### config.mk
export PLATFORM = sky130hd
export DESIGN_NAME = disp_scan_ctrl
export DESIGN_NICKNAME = d
export VERILOG_FILES = /design/src/rtl/disp_scan_ctrl.sv
export SDC_FILE = /design/constraint.sdc
export NUM_CORES = 1
export LEC_CHECK = 0
export CORE_AREA = 2 2 132 95
export DETAILED_ROUTE_END_ITERATION = 10
export DIE_AREA = 0 0 134 97
export GPL_ROUTABILITY_DRIVEN = 0
export SLEW_MARGIN = 20
export SYNTH_ARGS = -nofsm -noshare
export SYNTH_HDL_FRONTEND = slang
export SYNTH_SLANG_ARGS = --single-unit
export TNS_END_PERCENT = 1
### constraint.sdc
create_clock -name clk -period 3.9 [get_ports clk]
set_clock_uncertainty 0.15 [all_clocks]
set_input_delay 0.78 -clock clk [delete_from_list [all_inputs] [get_ports clk]]
set_output_delay 0.78 -clock clk [all_outputs]
set_load 0.05 [all_outputs]
### src/rtl/disp_scan_ctrl.sv
// disp_scan_ctrl: multiplexed N-digit 7-segment scan controller
// with a shared hex decoder, frame-aligned double buffering and LZ blanking.
module disp_scan_ctrl #(
  parameter int N_DIG = 8,
  parameter int DIV   = 50000
) (
  input  logic               clk,
  input  logic               rst,
  input  logic               load,
  input  logic [4*N_DIG-1:0] data,
  input  logic               blank_lz,
  output logic               ack,
  output logic [3:0]         dec_hex,
  input  logic [6:0]         dec_seg,
  output logic [6:0]         seg,
  output logic [N_DIG-1:0]   an
);

  localparam int PW = (DIV > 1) ? $clog2(DIV) : 1;
  localparam int IW = (N_DIG > 1) ? $clog2(N_DIG) : 1;

  logic [PW-1:0]      presc_q, presc_d;
  logic [IW-1:0]      idx_q, idx_d;
  logic [4*N_DIG-1:0] shadow_q, shadow_d;
  logic [4*N_DIG-1:0] disp_q, disp_d;
  logic               pend_q, pend_d;
  logic               ack_q, ack_d;
  logic [6:0]         seg_q, seg_d;
  logic [N_DIG-1:0]   an_q, an_d;

  logic               wrap;
  logic               last;
  logic               frame;
  logic [3:0]         hex_cur;
  logic [N_DIG:0]     zero_from;
  logic               blank;
  logic [N_DIG-1:0]   an_sel;

  // Counters, buffers and handshake next state
  always_comb begin
    wrap     = (presc_q == PW'(DIV - 1));
    last     = (idx_q == IW'(N_DIG - 1));
    frame    = wrap & last;
    presc_d  = wrap ? '0 : presc_q + PW'(1);
    idx_d    = idx_q;
    if (wrap) begin
      idx_d = last ? '0 : idx_q + IW'(1);
    end
    shadow_d = load ? data : shadow_q;
    disp_d   = (frame && pend_q) ? shadow_q : disp_q;
    pend_d   = pend_q;
    if (frame) begin
      pend_d = 1'b0;
    end
    if (load) begin
      pend_d = 1'b1;
    end
    ack_d    = load;
  end

  // Current digit nibble, enable pattern and leading-zero blanking
  always_comb begin
    hex_cur = 4'h0;
    an_sel  = '1;
    blank   = 1'b0;
    zero_from = '0;
    zero_from[N_DIG] = 1'b1;
    for (int i = N_DIG - 1; i >= 0; i--) begin
      zero_from[i] = zero_from[i+1] & (disp_q[4*i +: 4] == 4'h0);
    end
    for (int i = 0; i < N_DIG; i++) begin
      if (idx_q == IW'(i)) begin
        hex_cur   = disp_q[4*i +: 4];
        an_sel[i] = 1'b0;
        blank     = blank_lz && (i != 0) && zero_from[i];
      end
    end
  end

  // Output register next state: guard slot first, then digit drive
  always_comb begin
    an_d  = '1;
    seg_d = 7'h7F;
    if (presc_q != '0) begin
      an_d  = an_sel;
      seg_d = blank ? 7'h7F : dec_seg;
    end
  end

  // State and output registers
  always_ff @(posedge clk or posedge rst) begin
    if (rst) begin
      presc_q  <= '0;
      idx_q    <= '0;
      shadow_q <= '0;
      disp_q   <= '0;
      pend_q   <= 1'b0;
      ack_q    <= 1'b0;
      seg_q    <= 7'h7F;
      an_q     <= '1;
    end else begin
      presc_q  <= presc_d;
      idx_q    <= idx_d;
      shadow_q <= shadow_d;
      disp_q   <= disp_d;
      pend_q   <= pend_d;
      ack_q    <= ack_d;
      seg_q    <= seg_d;
      an_q     <= an_d;
    end
  end

  assign dec_hex = hex_cur;
  assign ack     = ack_q;
  assign seg     = seg_q;
  assign an      = an_q;

endmodule

* Yosys cells after proc, flatten, opt, wreduce, memory -nomap -nowiden
Index checks and enable logic that the tools add are counted.
** Cells by class
- Add/sub/neg operators :: 2
- Equality and inequality tests :: 8
- Muxes and demuxes :: 30
- Bitwise gates (word level) :: 7
- Reductions and logical operators :: 18
** Operators with widths (number)
- $mux W4 :: 8
- $logic_not A4 Y1 :: 7
- $mux W1 :: 17
- $add A16 B1 Y16 const B :: 1
- $eq A16 B16 Y1 const B :: 1
- $mux W16 :: 1
- $reduce_bool A16 Y1 :: 1
- $mux W7 :: 2
- $eq A3 B3 Y1 const B :: 4
- $logic_and A1 B1 Y1 :: 8
- $mux W8 :: 1
- $and A1 B1 Y1 :: 7
- $eq A3 B2 Y1 const B :: 2
- $add A3 B1 Y3 const B :: 1
- $eq A3 B1 Y1 const B :: 1
- $logic_not A3 Y1 :: 1
- $mux W3 :: 1
- $reduce_bool A2 Y1 :: 1
** Storage, ports and cells
- Register bits after elaboration :: 100
- Bits of input ports :: 43
- Output and inout port bits :: 20
- Logic and storage cells :: 73

* Logic depth before layout (Yosys ltp)
Gate-level depths: netlist (run 1).
- Depth in word-level cells :: 17
- Mapped depth :: 9
- Gate-level depth less buffers :: 6

* Least setup slack after synthesis (run 1)
OpenSTA, ideal clock, no wires.
- Path type :: register to output
- Start :: register idx_q[2]
- End :: output dec_hex[0]
- Data arrival time :: 2.675 ns
- Required time :: 2.970 ns
- Setup slack :: 0.295 ns
- Cell stages (with the launch flop) :: 9
- Path buffers :: 2
- Path through :: dfrtp_1 -> clkbuf_1 -> inv_2 -> ha_1 -> clkbuf_1 -> nor2_1 -> a32o_1 -> a21oi_1 -> o31ai_1
** Between the ends
- Word-level cells in the longest chain between the ends :: 9
** Ends and longest elaborated chain
- start, declared :: RTL line 23 : logic [IW-1:0] idx_q, idx_d;
- start signal, assigned :: RTL line 103 : idx_q <= idx_d;
- $logic_not A3 Y1 :: RTL line 72 : if (idx_q == IW'(i)) begin
- $mux W4 (7 in series) :: RTL line 72
- $mux W4 (*) :: RTL line 72
- end, declared :: RTL line 13 : output logic [3:0] dec_hex,
Mark *: on every way between the ends. The rest lies on a longest branch, timed or not.

* Worst setup path after layout (run 1)
- Start :: register idx_q[0]
- End :: output dec_hex[2]
The elaborated chain is that of the path after synthesis.

==> results.md, run 1 <==
* Asr flop ratio synth at 100%
* Hold Crit Depth at 1
* Ys flop type: dfrtp_1
* Status: finished clean
* Die Width at roughly 130 um
* Worst slew pin tran at 0.574 ns
* Hold_sp: pend_q
* PortBufs at 62
* Hold_buf cts at 0
* Setup Fix Bufs, Post-CTS at 0
* Worst Setup End Kind: output pin
* Final min period at roughly 3.8 ns
* EDFF count, synth at 0
* Initial antenna violation count at 0
* Synth warn at 0
* Cells after synthesis at 370
* Largest area contributor in the netlist: dfrtp_1
* Slew Limit Fails at 0
* Unrepaired setup endpoints after global routing: false
* Hold WS at between 0.3 and 0.4 ns
* Layout cell share with drive strength beyond 1 at 25.3%
* Final ANT Viol Nets at 0
* Post-synthesis register bit count at 100
* Total CTS buffers at 9
* Most numerous cell in the Yosys netlist: dfrtp_1
* Clock Latency Late Sink at 0.34 ns
* Top post-synthesis cells by count: dfrtp_1 (85), mux2_2 (34), mux2_4 (30)
* Seq/Total Area, Yosys at between 50 and 60%
* Hold Path Class: reg -> reg
* Post-DP HPWL at a little under 7000 um
* TNS Setup at 0 ns
* Hold Path End: pend_q
* Setup Viol. Count Final at 0
* Final Hold Fails at 0
* CP max FO at 9
* Iter 0 DRT Violations at ~190
* Synth cell types at 46
* Height of the die at around 97 um
* Pwr/cell area at between 300 and 400 nW/um2
* FP Rows at 33
* Clk buf depth at 2
* Worst reg2reg setup slack at around 1.2 ns
* Total Wirelength at between 9000 and 10000 um
* Peak VDD IR at approximately 0.00022 V
* CP required at between 2 and 3 ns
* Total track usage at between 10% and 20%
* Total I/O pin count at 63
* Inst Count DP at about 580
* Grt total ovfl at 0
* Top cells by area, synth: dfrtp_1 (46%), mux2_4 (9.8%), dfstp_2 (8.6%)
* Critical Path AT at between 2 and 3 ns
* DIE AREA at between 10000 and 15000 um2
* Area growth syn-to-layout at 22.6%
* Vias in the first global route at a little over 3000
* Area occupied by multi-input gates at ~1900 um2
* Placed cell area at between 5000 and 6000 um2
* Largest net degree at the start of global routing at 58
* Via density per instance at just over 5
* Leakage power at between 2 and 2.5 nW
* CTS tree: done
* Worst reg2reg path depth at 6
* Htree depth at 3
* Initial core utilization at ~40%
* Slew headroom at approximately 60%
* DRC viols at 0
* Final Power at roughly 0.0021 W
* First-pass GRT wire length at between 15000 and 20000 um
* Syn Area/Cell at ~12 um2
* Final nets at 480
* Fillers at slightly above 1000
* DR WL/cell at around 17 um
* Final period util at 97.2%
* Clk sink count at 100
* Final instance area at 5650 um2
* Via count of the routed design at slightly above 3000
* Core area at roughly 12000 um2
* Setup Crit Path Kind: reg -> out
* Syn_nets at between 400 and 500
* ANT cells at 0
* Share of the synthesized area in the top cell type at between 40% and 50%
* Root buffer cell: clkbuf_16
* Worst setup SP type: flip-flop
* Reg area at roughly 2500 um2
* Non-filler cells, final at about 590
* First drt pass iteration count at 4
* R2r endpoint: seg[5]
* MaxCap Viol Count at 0
* Highest clock rate at between 0.2 and 0.3 GHz
* RR Startpoint: idx_q[0]
* Clock Pin Slew Worst Setup and Hold Paths at ~0.070 ns
* Post-synthesis cell area at 4610 um2
how the worst max path moves through the flow:
stage / slack (ns) / to / start
after floorplan: 0.29 / dec_hex[0] / idx_q[2]
after global placement: 0.57 / dec_hex[0] / idx_q[0]
after detailed placement: 0.48 / dec_hex[3] / idx_q[0]
after CTS: 0.09 / dec_hex[0] / idx_q[0]
after global routing: 0.009 / dec_hex[2] / idx_q[0]
final: 0.11 / dec_hex[2] / idx_q[0]
power breakdown:
group	internal, W	switching [W]
Sequential	0.00108	0.0000199
Combinational	0.0000806	0.0000618
Clock	0.000449	0.000369
critical path, stage by stage, from the launching register on:
cell and delay [ns]:
dfrtp_1 0.42, ha_1 0.24, ha_1 0.31, nor2_1 0.23, a32o_1 0.16, a21oi_1 0.07, o31ai_1 0.25, clkdlybuf4s50_1 0.86
sequential cells by signal, summed over array words and instances (netlist names):
| register | flops |
|---|---|
| pend_q | 1 |
| an | 8 |
| seg | 7 |
| presc_q | 16 |
| ack | 1 |
| disp_q | 32 |
| shadow_q | 32 |
| idx_q | 3 |
final cells by class:
cell class / instances / area share, %
inverter: 11 / 0.775
clock buffer: 12 / 4.36
multi-input combinational: 238 / 33.9
tap: 157 / 3.48
clock inverter: 4 / 0.465
sequential: 100 / 44.6
timing repair buffer: 69 / 12.4
kinds of logic (layout without fill, tap and decap cells):
| family | Yosys count | count (layout) | synth area share [%] |
|---|---|---|---|
| AND/OR/NAND/NOR | 114 | 114 | 13.3 |
| flip-flops | 100 | 100 | 54.7 |
| multiplexers | 64 | 64 | 18.1 |
| AO/OA/AOI/OAI | 40 | 40 | 5.54 |
| buffers and inverters | 32 | 96 | 3.86 |
| XOR/XNOR | 12 | 12 | 2.28 |
| adder cells (fa/ha/maj) | 8 | 8 | 2.17 |
cells in the final DEF, fill, tap and decap left out, types with 4 or more instances in the layout:
| master | n |
|---|---|
| dfrtp_1 | 85 |
| nor2_1 | 25 |
| nand4_1 | 6 |
| nand2_1 | 23 |
| dfstp_2 | 15 |
| a21oi_1 | 19 |
| clkbuf_16 | 9 |
| nand2b_1 | 4 |
| o31ai_1 | 4 |
| inv_1 | 9 |
| clkdlybuf4s50_1 | 59 |
| nor3_1 | 8 |
| xor2_1 | 7 |
| nand3_1 | 16 |
| buf_4 | 6 |
| o211ai_1 | 4 |
| nor4_1 | 9 |
| mux2_4 | 30 |
| xnor2_1 | 5 |
| ha_1 | 6 |
| mux2_2 | 34 |
metrics by stage:
step | worst slack, ns | util (%)
floorplan | 0.295 | -
global placement | 0.574 | 46.2
detailed placement | 0.479 | 46.2
CTS | 0.0896 | 48.6
global route | 0.00948 | 48.7
finish | 0.108 | 48.7
routing by layer:
metal | vias to the layer above | GRT usage (%) | part of all wire, %
li1 | 1432 | - | -
met1 | 1516 | 24.1 | 51
met3 | 12 | 4.93 | 5.3
met5 | - | 0 | 0
met2 | 79 | 22.9 | 43
met4 | 0 | 4.01 | 1.3
what timing repair did:
action                                  4_1_cts  5_1_grt
endpoints found under the hold margin         0        0
endpoints found under the setup margin        0        3
resized for setup                             0        4
Power figures use the tool's default switching activity.
==> inputs of run 2 (changes only) <==
==> constraint.sdc (replaced) <==
create_clock -name clk -period 3.9 [get_ports clk]
set_clock_uncertainty 0.15 [all_clocks]
set_input_delay 0.39 -clock clk [delete_from_list [all_inputs] [get_ports clk]]
set_output_delay 0.39 -clock clk [all_outputs]
set_load 0.05 [all_outputs]
==> run 2 against run 1 <==
Effect of this change:
- cell area shrank 0.40%
- via count decreased by 1.5%
- critical path depth unchanged
- sequential share of layout area rose by 0.18 points
- critical endpoint is now dec_hex[1]
- cell count decreased by 0.17%
- critical path type unchanged
- sequential power is essentially flat
- largest power group unchanged
- hold slack got worse by 0.0012 ns
==> results.md, run 2 (synthesis gave the netlist of run 1 again) <==
* Clock Latency Late Sink at between 0.3 and 0.4 ns
* Post-DP HPWL at slightly below 7000 um
* Worst setup SP type: flip-flop
* First drt pass iteration count at 4
* DRC viols at 0
* Seq pwr share at 53.0%
* Layout Utilization at 48.5%
* Worst path slowest cell: clkdlybuf4s50_1
* Vias in the first global route at 3000
* Worst path cell trace: inv_1 > ha_1 > a21oi_1 > a2111oi_0 > o22ai_1 > a21oi_1 > clkdlybuf4s50_1
* Total Wirelength at 9620 um
* CP max FO at 15
* Non-filler cells, final at between 500 and 600
* Clock Pin Slew Worst Setup and Hold Paths at 0.07 ns
* Grt total ovfl at 0
* Iter 0 DRT Violations at roughly 170
* Hold Path Class: reg -> reg
* Critical Path AT at between 3 and 4 ns
* Area growth syn-to-layout at 22.1%
* Regs by FF count: disp_q: 32 flops, shadow_q: 32 flops, presc_q: 16 flops
* MaxCap Viol Count at 0
* Highest clock rate at 0.273 GHz
* Share of total power in combinational logic at 6.8%
* Largest stage delay on the critical path at about 0.8 ns
* Leakage power at 2.40 nW
* Total track usage at ~16%
* Reg area at approximately 2500 um2
* Met3 WL at slightly below 500 um
* Most frequent cells in the layout: dfrtp_1 (85), clkdlybuf4s50_1 (62), mux2_2 (34), mux2_4 (30), nor2_1 (25)
* TNS Setup at 0 ns
* Metal2 WL at roughly 4000 um
* Inst Count DP at 574
* Pint at between 0.0015 and 0.002 W
* CP required at 3.36 ns
* Setup Viol. Count Final at 0
* Total I/O pin count at 63
* Final min period at about 3.7 ns
* Initial antenna violation count at 0
* Unrepaired setup endpoints after global routing: false
* ANT cells at 0
* Root buffer cell: clkbuf_16
* Final period util at between 90% and 100%
* Most frequent cell on the critical path: a21oi_1
* Fillers at slightly above 1000
* Setup Crit Path Kind: reg -> out
* Initial core utilization at 39.7%
* Height of the die at slightly below 100 um
* Sw Share at a little under a quarter
* Via count of the routed design at 2994
* PortBufs at 62
* NetSw at around 0.00048 W
* First-pass GRT wire length at 15800 um
* Worst slew pin tran at 0.798 ns
* Final ANT Viol Nets at 0
* Die Width at 134 um
* Worst Setup End Kind: output pin
* Setup Fix Bufs, Post-CTS at 0
* Htree depth at 3
* Top Layer Used: met4
* Clk sink count at 100
* Core area at roughly 12000 um2
* Final nets at ~480
* DR WL/cell at around 16 um
* Pwr/cell area at roughly 370 nW/um2
* Met1 Wirelength at roughly 5000 um
* CTS tree: done
* Largest net degree at the start of global routing at 66
* Layout cell share with drive strength beyond 1 at between 20% and 30%
* Final Hold Fails at 0
* FP Rows at 33
* Peak VDD IR at approximately 0.00022 V
* Via density per instance at 5.07
* Slew headroom at roughly 47%
* Status: finished clean
* Slew Limit Fails at 0
* Commonest non-fill, non-tap cell in the layout: dfrtp_1
* Total CTS buffers at 9
* Area occupied by multi-input gates at approximately 1900 um2
* Clk buf depth at 2
* DIE AREA at roughly 13000 um2
* Clock Power Share at approximately 40%
## run 2: critical path: cells and delay by family (launching register included)
| kind | cells | cell delay, ns |
|---|---|---|
| DFF | 1 | 0.43 |
| buffers and inverters | 2 | 0.94 |
| AOI/OAI and AO/OA | 4 | 0.91 |
| adders and majority gates | 1 | 0.50 |
## run 2: power by group through the flow
stage	Combinational, W	Sequential (W)	Clock, W
after floorplan	0.0000620	0.00113	0
after global placement	0.000142	0.00112	0
after detailed placement	0.000144	0.00112	0
after CTS	0.000145	0.00110	0.000856
after global routing	0.000154	0.00110	0.000902
final	0.000141	0.00110	0.000832
## run 2: worst paths after layout
path                        startpoint            to  slack [ns]  cells after the start
setup / recovery              idx_q[0]    dec_hex[1]        0.24                      7
hold / removal                  pend_q        pend_q        0.34                      1
setup reg to reg           presc_q[11]    disp_q[12]        1.11                      5
hold reg to reg                 pend_q        pend_q        0.34                      1
max in group asynchronous          rst        seg[5]        2.34                      3
min in group asynchronous          rst  shadow_q[26]        0.39                      2
## run 2: repair_timing
item,4_1_cts,5_1_grt
gates resized for setup,0,1
hold buffers,0,0
endpoints found under the setup margin,0,1
## run 2: final cells by class
class                           count  share of cell area (%)
Tap cell                          157                    3.49
Clock inverter                      7                   0.890
Sequential cell                   100                    44.8
Multi-Input combinational cell    238                    34.0
Inverter                           11                   0.778
Timing Repair Buffer               68                    12.1
Clock buffer                        9                    4.00
## run 2: metal layers
metal	GRT usage, %	vias to the layer above
met5	0	-
met2	21.1	76
li1	-	1430
met1	24.0	1476
met3	4.45	12
met4	4.42	0
## run 2: through the flow
| step | total power, W | instance area, um2 | worst slack, ns | hold WS [ns] |
|---|---|---|---|---|
| finish | 0.00207 | 5630 | 0.242 | 0.337 |
| global route | 0.00216 | 5630 | 0.116 | 0.368 |
| CTS | 0.00210 | 5620 | 0.109 | 0.344 |
| detailed placement | 0.00126 | 5350 | 0.484 | 0.328 |
| global placement | 0.00126 | 5350 | 0.619 | 0.310 |
| floorplan | 0.00119 | 4610 | 0.685 | 0.271 |
